$ cat src/rtl/sha256_compress.sv
// sha256_compress
//   SHA-256 compression core. Consumes one expanded message word W_t per
//   clock for 64 back-to-back rounds, then folds the working variables into
//   the 256-bit chaining state H. Also drives the expansion stage's select
//   and flags the cycles in which upstream must present an original word.
//
// Ports
//   clk       rising-edge clock
//   rst       synchronous active-high reset (aborts any block, H := IV)
//   start     begin one block (sampled only in IDLE)
//   init      with start: 1 = first block (H := IV), 0 = chain from H
//   w_in      W_t from the expansion stage, valid in round cycle t
//   exp_sel   0 = expansion stage passes original word, 1 = expanded word
//   word_req  upstream must drive message word W_t (t = 0..15)
//   busy      block in progress (ROUND/FINAL/DONE)
//   done      one-cycle pulse, digest valid from this cycle
//   digest    H0..H7, H0 in [255:224]
module sha256_compress (
  input  logic         clk,
  input  logic         rst,
  input  logic         start,
  input  logic         init,
  input  logic [31:0]  w_in,
  output logic         exp_sel,
  output logic         word_req,
  output logic         busy,
  output logic         done,
  output logic [255:0] digest
);

  typedef enum logic [1:0] {IDLE, ROUND, FINAL, DONE} state_t;

  localparam logic [31:0] IV [8] = '{
    32'h6a09e667, 32'hbb67ae85, 32'h3c6ef372, 32'ha54ff53a,
    32'h510e527f, 32'h9b05688c, 32'h1f83d9ab, 32'h5be0cd19
  };

  localparam logic [31:0] K_ROM [64] = '{
    32'h428a2f98, 32'h71374491, 32'hb5c0fbcf, 32'he9b5dba5,
    32'h3956c25b, 32'h59f111f1, 32'h923f82a4, 32'hab1c5ed5,
    32'hd807aa98, 32'h12835b01, 32'h243185be, 32'h550c7dc3,
    32'h72be5d74, 32'h80deb1fe, 32'h9bdc06a7, 32'hc19bf174,
    32'he49b69c1, 32'hefbe4786, 32'h0fc19dc6, 32'h240ca1cc,
    32'h2de92c6f, 32'h4a7484aa, 32'h5cb0a9dc, 32'h76f988da,
    32'h983e5152, 32'ha831c66d, 32'hb00327c8, 32'hbf597fc7,
    32'hc6e00bf3, 32'hd5a79147, 32'h06ca6351, 32'h14292967,
    32'h27b70a85, 32'h2e1b2138, 32'h4d2c6dfc, 32'h53380d13,
    32'h650a7354, 32'h766a0abb, 32'h81c2c92e, 32'h92722c85,
    32'ha2bfe8a1, 32'ha81a664b, 32'hc24b8b70, 32'hc76c51a3,
    32'hd192e819, 32'hd6990624, 32'hf40e3585, 32'h106aa070,
    32'h19a4c116, 32'h1e376c08, 32'h2748774c, 32'h34b0bcb5,
    32'h391c0cb3, 32'h4ed8aa4a, 32'h5b9cca4f, 32'h682e6ff3,
    32'h748f82ee, 32'h78a5636f, 32'h84c87814, 32'h8cc70208,
    32'h90befffa, 32'ha4506ceb, 32'hbef9a3f7, 32'hc67178f2
  };

  function automatic logic [31:0] rotr(input logic [31:0] x, input int n);
    return (x >> n) | (x << (32 - n));
  endfunction

  state_t      state_reg, state_next;
  logic [5:0]  t_reg, t_next;
  // Working variables a..h live in wv[0]..wv[7].
  logic [31:0] wv_reg [8];
  logic [31:0] wv_next [8];
  logic [31:0] h_reg [8];
  logic [31:0] h_next [8];
  logic [31:0] fin_sum [8];

  logic [31:0] big_s0, big_s1, ch, maj, k_t, t1, t2;

  // Round datapath (only meaningful in ROUND, harmless otherwise).
  always_comb begin
    k_t    = K_ROM[t_reg];
    big_s1 = rotr(wv_reg[4], 6) ^ rotr(wv_reg[4], 11) ^ rotr(wv_reg[4], 25);
    ch     = (wv_reg[4] & wv_reg[5]) ^ (~wv_reg[4] & wv_reg[6]);
    big_s0 = rotr(wv_reg[0], 2) ^ rotr(wv_reg[0], 13) ^ rotr(wv_reg[0], 22);
    maj    = (wv_reg[0] & wv_reg[1]) ^ (wv_reg[0] & wv_reg[2]) ^ (wv_reg[1] & wv_reg[2]);
    t1     = wv_reg[7] + big_s1 + ch + k_t + w_in;
    t2     = big_s0 + maj;
  end

  generate
    for (genvar gi = 0; gi < 8; gi++) begin : g_h
      assign fin_sum[gi] = h_reg[gi] + wv_reg[gi];
      assign digest[255 - 32*gi -: 32] = h_reg[gi];
    end
  endgenerate

  always_comb begin
    state_next = state_reg;
    t_next     = t_reg;
    wv_next    = wv_reg;
    h_next     = h_reg;
    case (state_reg)
      IDLE: begin
        if (start) begin
          state_next = ROUND;
          t_next     = 6'd0;
          for (int i = 0; i < 8; i++) begin
            wv_next[i] = init ? IV[i] : h_reg[i];
            if (init) h_next[i] = IV[i];
          end
        end
      end
      ROUND: begin
        wv_next[0] = t1 + t2;
        wv_next[1] = wv_reg[0];
        wv_next[2] = wv_reg[1];
        wv_next[3] = wv_reg[2];
        wv_next[4] = wv_reg[3] + t1;
        wv_next[5] = wv_reg[4];
        wv_next[6] = wv_reg[5];
        wv_next[7] = wv_reg[6];
        // 6-bit counter wraps back to 0 after round 63.
        t_next = t_reg + 6'd1;
        if (t_reg == 6'd63) state_next = FINAL;
      end
      FINAL: begin
        for (int i = 0; i < 8; i++) h_next[i] = fin_sum[i];
        state_next = DONE;
      end
      DONE:    state_next = IDLE;
      default: state_next = IDLE;
    endcase
  end

  always_ff @(posedge clk) begin
    if (rst) begin
      state_reg <= IDLE;
      t_reg     <= 6'd0;
      for (int i = 0; i < 8; i++) begin
        wv_reg[i] <= 32'd0;
        h_reg[i]  <= IV[i];
      end
    end else begin
      state_reg <= state_next;
      t_reg     <= t_next;
      wv_reg    <= wv_next;
      h_reg     <= h_next;
    end
  end

  // Original words for rounds 0..15, expanded words for 16..63.
  assign word_req = (state_reg == ROUND) && (t_reg[5:4] == 2'b00);
  assign exp_sel  = (state_reg == ROUND) && (t_reg[5:4] != 2'b00);
  assign busy     = (state_reg != IDLE);
  assign done     = (state_reg == DONE);

endmodule
$ cat config.mk
export PLATFORM = sky130hd
export DESIGN_NAME = sha256_compress
export DESIGN_NICKNAME = d
export VERILOG_FILES = /design/src/rtl/sha256_compress.sv
export SDC_FILE = /design/constraint.sdc
export NUM_CORES = 2
export LEC_CHECK = 0
export BUFFER_PORTS_ARGS = -buffer_cell sky130_fd_sc_hd__buf_4
export CORE_AREA = 4 4 308 310
export DETAILED_ROUTE_END_ITERATION = 8
export DIE_AREA = 0 0 312 314
export PLACE_DENSITY = 0.7
export SETUP_SLACK_MARGIN = 0.02
export SLEW_MARGIN = 20
export SYNTH_ARGS = -nofsm -noshare
export SYNTH_HDL_FRONTEND = slang
export SYNTH_SLANG_ARGS = --single-unit
$ cat constraint.sdc
create_clock -name clk -period 8.9 [get_ports clk]
set_clock_uncertainty 0.1 [all_clocks]
set_input_delay 2.67 -clock clk [delete_from_list [all_inputs] [get_ports clk]]
set_output_delay 2.67 -clock clk [all_outputs]
set_load 0.03 [all_outputs]
==> flow_summary.yaml <==
detailed_routing:
  drt_iter0_drc: 7050
  vias: 49350
  wl_mm: 205.4
  via_per_inst: 6.574
  ant_nets: 0
  post-route-drc-count: 0
  firstDrtPassIters: 6
  wl_per_cell_um: 27.37
flow_run:
  max-cap-violations: 0
critical_path:
  cp_common_cell: "buf_4"
  end_kind: "flip-flop"
  reg2reg_from: "t_reg[1]"
  cp.required_ns: 9.41
  critical_path.max_stage_delay_ns: 0.54
  crit_path_start_kind: "input pin"
  crit_fanout: 3
  crit_start: "w_in[1]"
  crit_path_top_delay_cell: "fa_1"
  crit_type: "input pin to flip-flop"
  crit_arrival_ns: 9.13
yosys:
  yosys_warnings: 0
  syn_inst: 5987
  seq_area_frac_synth: 0.2275
  ys_top_cells_by_area: "dfxtp_1 23%, ha_1 10%, a21oi_1 6.3%, fa_1 5.8%, xnor2_1 5.4%"
  syn-num-nets: 6528
  synth_edf_count: 0
  yosysTopAreaCell: "dfxtp_1"
  syn_area_sq_um: 45760
  synth-seq-cells: 520
  ys.flop_type: "dfxtp_1"
  synthArstFlopShare: 0
  synth.most_common_cell: "a21oi_1"
  synth.distinct_cells: 89
  syn_avg_cell_area_sq_um: 7.643
  synth.top_cell.area_share: 0.2275
  netlist_top_cells_count: "579 x a21oi_1, 545 x nand2_1, 540 x nor2_1"
sta:
  setup_violations: 0
  finalCriticalPeriod_ns: 8.616
  final_hold_viol_count: 0
  setup_slack_ns: 0.2843
  relSlewSlack: 0.1317
  fmax_mhz: 116.1
  rsz0062_at_grt: "false"
  slew_viol_final: 0
  worstMarginPinSlew_ns: 1.270
  fin_crit_sh: 0.9681
  holdWs_ns: 0.3721
clock_network:
  cts_tree: "done"
  cts_max_level: 2
  cts_buffers: 61
  root_buffer: "clkbuf_16"
  ctsLongestPathBuffers: 3
  clkLatencyLatePin_ns: 0.71
  hold_buffers: 0
  clkTransAtPathRegs_ns: 0.06
  clock_sinks: 520
hold_path:
  hold_class: "flip-flop to flip-flop"
  worstHoldStart: "wv_reg[161]"
die:
  core_area_sq_um: 91660
  die-width_um: 312
  initial_core_util: 0.4992
  dieArea_sq_um: 97970
  rows: 111
  ioPinCount: 296
  dieHeight_um: 314
placement:
  gp_congestion: 1.035
  io_buffers: 295
  placed_cell_area_sq_um: 50520
  place_ws_ns: -0.7140
  place.detailed.hpwl_mm: 149.5
layout:
  post-route-util: 0.5765
  stdcell_area_sq_um: 52850
  nFillCells: 8514
  final_layout_size_suffix_gt1_frac: 0.1348
  finalNetCount: 6806
  area_growth_pct: 15.49
grt:
  grt_usage: 0.4003
  overflow: 0
  grt_pass1_wl_mm: 298.5
  grt_max_degree: 209
  antenna_found_initial: 8
  grt_pass1_vias: 45258
run_status:
  status: "complete, no violations"
-- cell families (layout without fill, tap and decap cells) --
kind of cell,Yosys count,after routing,synth area share
multiplexers,50,50,0.01416
other,0,6,0
XOR/XNOR,429,429,0.08211
adder cells (fa/ha/maj),527,527,0.1647
AO/OA/AOI/OAI,2009,2009,0.2817
AND/OR/NAND/NOR,1705,1705,0.1686
flip-flops,520,520,0.2275
buffers and inverters,747,1075,0.06127
-- final timing paths --
| path | cells after the start | slack (ns) | to |
|---|---|---|---|
| max reg2reg | 34 | 0.95 | wv_reg[253] |
| max | 33 | 0.28 | wv_reg[249] |
| min | 2 | 0.37 | wv_reg[161] |
| min reg2reg | 2 | 0.37 | wv_reg[161] |
-- layout make-up --
cell class	count	area (sq um)	share of cell area
Clock inverter	21	261.5	0.004948
Inverter	352	1328	0.02512
Clock buffer	92	1813	0.03431
Antenna cell	6	15.01	0.0002841
Timing Repair Buffer	610	4662	0.08821
Multi-Input combinational cell	4720	32870	0.6219
Tap cell	1186	1484	0.02808
Sequential cell	520	10420	0.1971
-- routing by layer --
metal  up-vias  GRT usage  share of wire
met5         -          0       0.000088
met4         2     0.2176          0.067
met3       665     0.1026           0.13
met1     23309     0.5480           0.40
li1      21918          -              -
met2      3456     0.5755           0.40
-- timing repair --
| item | CTS | global route |
|---|---|---|
| gates resized for setup | 1 | 42 |
| setup endpoints to repair | 2 | 14 |
| buffers inserted | 0 | 6 |
| endpoints found under the hold margin | 0 | 0 |
| pin swaps | 0 | 31 |
-- cells in the final DEF (no fill, tap or decap), types with 16 or more instances in the layout --
cell type | Yosys | final
nor2_1 | 540 | 533
clkbuf_8 | 0 | 17
o221ai_1 | 17 | 17
o21a_1 | 56 | 56
or3_1 | 74 | 74
a22oi_1 | 52 | 52
o211ai_1 | 94 | 94
buf_4 | 0 | 603
o21ai_0 | 436 | 431
dfxtp_1 | 520 | 516
ha_1 | 372 | 368
nand2_1 | 545 | 542
a2bb2oi_1 | 19 | 19
o31ai_1 | 24 | 23
nor2b_1 | 37 | 36
a21o_1 | 168 | 168
mux2_2 | 28 | 28
nor3_1 | 175 | 175
nand3_1 | 55 | 54
a31oi_1 | 38 | 36
clkbuf_16 | 0 | 61
a211oi_1 | 211 | 210
a221o_1 | 26 | 26
nand2b_1 | 81 | 80
o21bai_1 | 49 | 49
o22ai_1 | 40 | 40
a21oi_1 | 579 | 572
xor2_1 | 145 | 145
inv_1 | 347 | 344
a211o_1 | 18 | 18
maj3_1 | 22 | 22
nand4_1 | 16 | 16
fa_1 | 133 | 131
xnor2_1 | 284 | 277
and3_1 | 127 | 126
a221oi_1 | 21 | 20
-- worst max-delay path: cells and delay by family --
kind / cells / cell delay [ns]
AO/OA/AOI/OAI: 8 / 1.29
XOR/XNOR: 2 / 0.34
adder cells (fa/ha/maj): 7 / 2.67
buffers and inverters: 8 / 0.83
AND/OR/NAND/NOR: 8 / 1.32
-- stage by stage --
stage | setup TNS, ns | instances
2_1_floorplan | 0 | 5987
3_3_place_gp | -8.371 | 7382
3_5_place_dp | -11.16 | 7382
4_1_cts | 0 | 7495
5_1_grt | 0 | 7501
6_report | 0 | 7507
Power is left out: the tool's default activity adds up to more than one toggle a clock period on the data nets, which glitch-free logic cannot reach.
